--- src/rtl/snake_game_ctrl.sv ---
// Game sequencer: RESTART/PLAY/DIE state machine, LFSR apple placement, score and speed tracking, death blink.
// Every output is registered. There is no backpressure: the snake logic samples add_cube and game_status as levels.
module snake_game_ctrl #(
  parameter int             CW           = 41,
  parameter logic [CW-1:0]  SPEED_BASE   = CW'(12_500_000),
  parameter logic [CW-1:0]  SPEED_STEP   = CW'(500_000),
  parameter logic [CW-1:0]  SPEED_MIN    = CW'(3_000_000),
  parameter int             FLASH_PERIOD = 12_500_000,
  parameter int             DIE_BLINKS   = 6,
  parameter logic [6:0]     APPLE_X0     = 7'd40,
  parameter logic [6:0]     APPLE_Y0     = 7'd30
) (
  input  logic          clk,
  input  logic          rst,
  input  logic          key_start,
  input  logic          hit_wall,
  input  logic          hit_body,
  input  logic [6:0]    head_x,
  input  logic [6:0]    head_y,
  output logic [1:0]    game_status,
  output logic          die_flash,
  output logic [CW-1:0] speed,
  output logic          add_cube,
  output logic [6:0]    apple_x,
  output logic [6:0]    apple_y,
  output logic [7:0]    score
);

  typedef enum logic [1:0] {
    S_RESTART = 2'b00,
    S_PLAY    = 2'b10,
    S_DIE     = 2'b11
  } state_t;

  localparam int FW = $clog2(FLASH_PERIOD + 1);
  localparam int BW = $clog2(DIE_BLINKS + 1);
  localparam logic [CW-1:0] SPEED_THRESH = SPEED_MIN + SPEED_STEP;

  state_t        state;
  logic [15:0]   lfsr;
  logic [FW-1:0] flash_cnt;
  logic [BW-1:0] blink_cnt;
  logic          seek;

  logic       lfsr_fb;
  logic [6:0] cand_x;
  logic [6:0] cand_y;
  logic       cand_ok;
  logic       head_on_apple;
  logic       collide;
  logic       blinks_done;

  assign lfsr_fb       = lfsr[15] ^ lfsr[13] ^ lfsr[12] ^ lfsr[10];
  assign cand_x        = lfsr[6:0];
  assign cand_y        = {1'b0, lfsr[13:8]};
  assign cand_ok       = (cand_x >= 7'd1) && (cand_x <= 7'd75) &&
                         (cand_y >= 7'd1) && (cand_y <= 7'd58) &&
                         !((cand_x == head_x) && (cand_y == head_y));
  assign head_on_apple = (head_x == apple_x) && (head_y == apple_y);
  assign collide       = hit_wall | hit_body;
  assign blinks_done   = (blink_cnt == BW'(DIE_BLINKS));
  assign game_status   = state;

  always_ff @(posedge clk) begin
    if (!rst) begin
      state     <= S_RESTART;
      lfsr      <= 16'hACE1;
      flash_cnt <= '0;
      blink_cnt <= '0;
      seek      <= 1'b0;
      die_flash <= 1'b1;
      speed     <= SPEED_BASE;
      add_cube  <= 1'b0;
      apple_x   <= APPLE_X0;
      apple_y   <= APPLE_Y0;
      score     <= 8'd0;
    end else begin
      lfsr <= {lfsr[14:0], lfsr_fb};
      case (state)
        S_RESTART: begin
          score     <= 8'd0;
          speed     <= SPEED_BASE;
          apple_x   <= APPLE_X0;
          apple_y   <= APPLE_Y0;
          die_flash <= 1'b1;
          add_cube  <= 1'b0;
          seek      <= 1'b0;
          if (key_start) state <= S_PLAY;
        end
        S_PLAY: begin
          // Collision outranks any apple activity in the same cycle.
          if (collide) begin
            state     <= S_DIE;
            add_cube  <= 1'b0;
            seek      <= 1'b0;
            flash_cnt <= '0;
            blink_cnt <= '0;
            die_flash <= 1'b1;
          end else if (seek) begin
            if (cand_ok) begin
              apple_x <= cand_x;
              apple_y <= cand_y;
              seek    <= 1'b0;
            end
          end else if (add_cube) begin
            add_cube <= 1'b0;
          end else if (head_on_apple) begin
            add_cube <= 1'b1;
            seek     <= 1'b1;
            score    <= (score == 8'hFF) ? score : score + 8'd1;
            speed    <= (speed >= SPEED_THRESH) ? speed - SPEED_STEP : SPEED_MIN;
          end
        end
        S_DIE: begin
          if (!blinks_done) begin
            if (flash_cnt == FW'(FLASH_PERIOD - 1)) begin
              flash_cnt <= '0;
              die_flash <= ~die_flash;
              blink_cnt <= blink_cnt + 1'b1;
            end else begin
              flash_cnt <= flash_cnt + 1'b1;
            end
          end else begin
            die_flash <= 1'b1;
            // Clear the game on the way out so RESTART is clean from its first cycle.
            if (key_start) begin
              state    <= S_RESTART;
              score    <= 8'd0;
              speed    <= SPEED_BASE;
              apple_x  <= APPLE_X0;
              apple_y  <= APPLE_Y0;
              add_cube <= 1'b0;
            end
          end
        end
        default: state <= S_RESTART;
      endcase
    end
  end

endmodule

--- config.mk ---
export PLATFORM = sky130hd
export DESIGN_NAME = snake_game_ctrl
export DESIGN_NICKNAME = d
export VERILOG_FILES = /design/src/rtl/snake_game_ctrl.sv
export SDC_FILE = /design/constraint.sdc
export NUM_CORES = 1
export LEC_CHECK = 0
export CAP_MARGIN = 15
export CORE_MARGIN = 2
export CORE_UTILIZATION = 40
export DETAILED_ROUTE_END_ITERATION = 6
export PLACE_DENSITY_LB_ADDON = 0.08
export SLEW_MARGIN = 20
export SYNTH_ARGS = -nofsm -noshare
export SYNTH_HDL_FRONTEND = slang
export SYNTH_SLANG_ARGS = --single-unit
--- constraint.sdc ---
create_clock -name clk -period 6.27 [get_ports clk]
set_input_delay 1.254 -clock clk [delete_from_list [all_inputs] [get_ports clk]]
set_output_delay 1.254 -clock clk [all_outputs]
set_load 0.02 [all_outputs]
## Yosys cells after proc, flatten, opt, wreduce, memory -nomap -nowiden

Index checks and enable logic that the tools add are counted.

| storage, ports and cells | value |
|---|---|
| input port bits | 19 |
| flip-flop bits (word level) | 111 |
| word-level logic and storage cells | 124 |

| cells by class | value |
|---|---|
| bitwise logic cells | 5 |
| multiplexer cells | 56 |
| reduce and logical (&&, ||, !) cells | 19 |
| $add $sub $neg | 4 |
| order comparisons | 5 |
| equality and inequality tests | 24 |

Operator list:

| cell | number |
|---|---|
| $mux W41 | 7 |
| $pmux W41 S3 | 1 |
| $mux W24 | 3 |
| $mux W7 | 10 |
| $mux W8 | 7 |
| $pmux W24 S2 | 1 |
| $pmux W7 S3 | 2 |
| $ge A41 B22 Y1 const B | 1 |
| $sub A41 B19 Y41 const B | 1 |
| $ne A2 B2 Y1 const B | 13 |
| $add A24 B1 Y24 const B | 1 |
| $eq A24 B24 Y1 const B | 1 |
| $pmux W8 S3 | 1 |
| $eq A7 B7 Y1 | 3 |
| $mux W1 | 12 |
| $reduce_and A4 Y1 | 3 |
| $mux W3 | 3 |
| $add A8 B1 Y8 const B | 1 |
| $eq A8 B8 Y1 const B | 1 |
| $mux W2 | 4 |
| $reduce_and A8 Y1 | 1 |
| $eq A6 B7 Y1 | 1 |
| $ge A7 B1 Y1 const B | 1 |
| $le A7 B7 Y1 const B | 1 |
| other kinds (21) | 33 |

## Depth between registers and ports, before layout

| logic depth | value |
|---|---|
| depth in word-level cells | 9 |
| gate-level depth with buffers | 9 |

## Least setup slack after synthesis

Ideal clock, no wire load.

| timing | value |
|---|---|
| kind | input -> register |
| start point | input port head_x[5] |
| end point | register speed[7] |
| cell stages on the path | 8 |
| path buffers | 1 |
| path slack | 3.145 ns |
| data arrival time | 3.034 ns |
| required time | 6.179 ns |
| setup time | 0.091 ns |
| path through | xor2_1 a2111oi_0 and3_1 nand2_1 a21oi_1 clkbuf_1 a21oi_1 a311oi_1 |

| between the ends | value |
|---|---|
| cells in the longest elaborated chain, start to end | 4 |

Ends and longest elaborated chain:

| item | line | RTL |
|---|---|---|
| start, declared | 18 | `input logic [6:0] head_x,` |
| $eq A7 B7 Y1 | 59 | `assign head_on_apple = (head_x == apple_x) && (head_y == apple_y);` |
| $logic_and A1 B1 Y1 | 59 |  |
| $ne A2 B2 Y1 (no line) | - |  |
| $reduce_and A7 Y1 (no line) | - |  |
| end signal, assigned | 111 | `speed <= (speed >= SPEED_THRESH) ? speed - SPEED_STEP : SPEED_MIN;` |
| end, declared | 22 | `output logic [CW-1:0] speed,` |

No other way between the ends.
A chain may end at the register's enable or synchronous reset.

## Final worst setup path

| timing | value |
|---|---|
| start point | input port head_x[5] |
| end point | register speed[38] |

Same word-level chain as after synthesis.

==> qor.csv <==
stage,metric,value,unit
clocking,Post-CTS Setup Bufs,0,
hold_path,Min-Delay Endpoint,lfsr[15]$_SDFF_PN1_,
yosys,Synth Flop Type,dfxtp_1,
clocking,hold_buf cts,0,
yosys,Yosys Warn Count,0,
grt,total gr overflow,0,
yosys,Synth Register Bits,105,
finish,fillers,1260,
yosys,Synth area leaders,"dfxtp_1, xor2_1, a21oi_1, nand2_1, nor2_1",
yosys,Gate Count Post-Synth,646,
setup_path,Critical Path End Type,flop,
clocking,CTS Buffer Depth,2,
setup_path,r2r setup slk,2790,ps
routing,total number of vias,5089,
clocking,Clock Pin Slew Worst Setup and Hold Paths,70,ps
hold_path,startpoint of the worst hold path,lfsr[14]$_SDFF_PN0_,
routing,wire per inst,16.4,um
setup_path,crit path DAT,4140,ps
die,I/O pin count,86,
sta,Worst-Margin Slew,1030,ps
clocking,H-tree Lvls,3,
routing,vias per cell,5.69,
sta,Hold WS,419,ps
grt,vias in the first global route,4836,
die,cell row count,42,
sta,max frequency,257,MHz
yosys,"EDFF count, synth",0,
finish,Final Util,0.502,
finish,final net count,738,
setup_path,R2R Path End,speed[38]$_SDFFE_PN0P_,
flow_run,max cap viols,0,
power,Overall Power,1.42,mW
yosys,synthesized cell area,5400,um^2
clocking,root buffer cell,clkbuf_16,
setup_path,Reg-to-Reg Start,speed[22]$_SDFFE_PN0P_,
yosys,Synth cell types,70,
setup_path,"Max FO, Critical Path",12,
grt,largest net degree at the start of global routing,36,
grt,global-route wire length before repair,23.9,mm
clocking,TritonCTS buffer count,9,
sta,Post-Route Setup TNS,0,ps
sta,fin crit share,0.621,
setup_path,crit path kind,in2reg,
hold_path,Tightest Hold Check Type,reg2reg,
sta,fin. max-slew vios,0,
yosys,most numerous cell in the Yosys netlist,dfxtp_1,
routing,Pre-antenna DRT Iters,5,
yosys,Post-synth top cells,"dfxtp_1, nand2_1, nor2_1",
run_status,status,finished clean,
hold_path,Hold Path Stages,1,
yosys,synthesized area per cell,8.36,um^2
placed_design,IO buf count,79,
routing,remaining routing DRC violations,0,
routing,final wirelength,14.6,mm
clocking,post-CTS sizing,0,
yosys,"FFs w/ async S/R, synth",0,
finish,Antenna Cells,0,
routing,antenna-violating nets left,0,
sta,RSZ-0062 raised after global routing,false,
sta,"Hold Violations, Final",0,
die,Starting Density,0.410,
die,die area,14400,um^2
sta,final worst slack,2370,ps
setup_path,R2R cell count,7,
clocking,Clock Latency Late Sink,360,ps
sta,min Tclk post-route,3900,ps
placed_design,Setup WS pre-CTS,2080,ps
die,Die H,120,um
finish,share of cells above drive strength 1,0.0474,
power,Pleak,2.35,nW
yosys,top cell type's share of synthesized area,0.389,
die,Placeable Area,13200,um^2
power,cell area power density,215,nW/um^2
sta,Max-Slew Margin vs Limit,0.310,
sta,setup violators final,0,
grt,initial antenna violation count,0,
setup_path,CP required,6520,ps
grt,gr usage total,0.205,
routing,First DRT Iteration DRCs,373,
power,Max rail drop VDD,135,uV
clocking,CTS tree,built,
placed_design,DP HPWL,10.5,mm
sta,Fin Clk Skew,8.02,ps
die,Die Width,120,um
setup_path,Worst Setup Start Kind,primary input,
placed_design,RePlAce Congestion,0.850,
yosys,sequential-to-total area share from yosys stat,0.389,
clocking,# clock sinks,105,
yosys,Synth area leader,dfxtp_1,
finish,Area growth syn-to-layout,22.7,%
## power by group
group / total, mW / switching (mW) / internal (mW)
sequential: 0.697 / 0.0188 / 0.678
combinational: 0.117 / 0.0694 / 0.0476
clock: 0.608 / 0.258 / 0.350
## final cells by class
cell class	instances	area, um^2	share of cell area
Clock inverter	7	93.8	0.0142
Inverter	18	67.6	0.0102
Sequential cell	105	2100	0.317
Multi-Input combinational cell	497	3100	0.468
Clock buffer	9	225	0.0340
Tap cell	176	220	0.0332
Timing Repair Buffer	82	813	0.123
## cell usage in the layout (no fill, tap or decap), types with 3 or more instances in the layout
master           instances
a211oi_1                 4
a21o_1                  10
a21oi_1                 40
a221o_1                  3
a22o_1                  11
a22oi_1                  3
a311oi_1                 6
a31oi_1                  7
and2_1                  12
and3_1                   8
and4_1                   6
buf_4                    3
clkbuf_16                9
clkdlybuf4s50_1         79
conb_1                   6
dfxtp_1                105
ha_1                     6
inv_1                   18
mux2i_1                  4
nand2_1                 51
nand2b_1                20
nand3_1                 28
nand4_1                 12
nor2_1                  48
nor2b_1                  4
nor3_1                  33
nor4_1                  20
nor4b_1                  3
o211ai_1                 5
o21ai_0                 30
o21ai_1                  3
o21bai_1                 3
o22a_1                   5
o31ai_1                  7
or2_2                    4
or3_1                    9
or4_1                    6
xnor2_1                 12
xor2_1                  29
## logic make-up after synthesis
kind of cell / Yosys count / synth area share
muxes: 5 / 0.00950
adders and majority gates: 6 / 0.0139
other: 1 / 0.000694
and+or+nand+nor: 278 / 0.279
AOI/OAI and AO/OA: 161 / 0.201
DFF: 105 / 0.389
buffers and inverters: 49 / 0.0408
xor gates and xnor gates: 41 / 0.0665
## worst max-delay path by stage
stage	from	end	slack, ps	cells after the start
floorplan	head_x[5]	speed[7]$_SDFFE_PN0P_	3150	8
global placement	head_x[5]	speed[38]$_SDFFE_PN0P_	2120	8
detailed placement	head_x[5]	speed[38]$_SDFFE_PN0P_	2080	8
CTS	head_x[5]	speed[38]$_SDFFE_PN0P_	2450	8
global route	head_x[5]	speed[28]$_SDFFE_PN0P_	2150	8
finish	head_x[5]	speed[38]$_SDFFE_PN0P_	2370	8
## metal layers
| metal | global-route usage | part of all wire | wire length [um] | vias to the layer above |
|---|---|---|---|---|
| li1 | - | - | - | 2515 |
| met1 | 0.271 | 0.47 | 6940 | 2440 |
| met2 | 0.335 | 0.47 | 6900 | 119 |
| met3 | 0.0401 | 0.041 | 594 | 15 |
| met4 | 0.0728 | 0.013 | 188 | 0 |
| met5 | 0 | 0 | 0 | - |
## stage by stage
step	cells	area, um^2
floorplan	651	5420
global placement	878	6300
detailed placement	878	6300
CTS	894	6620
global route	894	6630
finish	894	6630
## state kept, by name, summed over array words and instances, names as in the netlist, 2 cells and up
register / cells
score: 8
apple_x: 7
apple_y: 6
flash_cnt: 24
blink_cnt: 3
lfsr: 16
speed: 36
game_status: 2
## worst max-delay path, stage by stage
cell             delay, ps
clkdlybuf4s50_1        450
xor2_1                 160
a2111oi_0              460
and3_1                 310
nand2_1                220
a22oi_1                860
o21ai_1                140
mux2_2                 300
No activity file was read; power rests on OpenSTA's default activity.
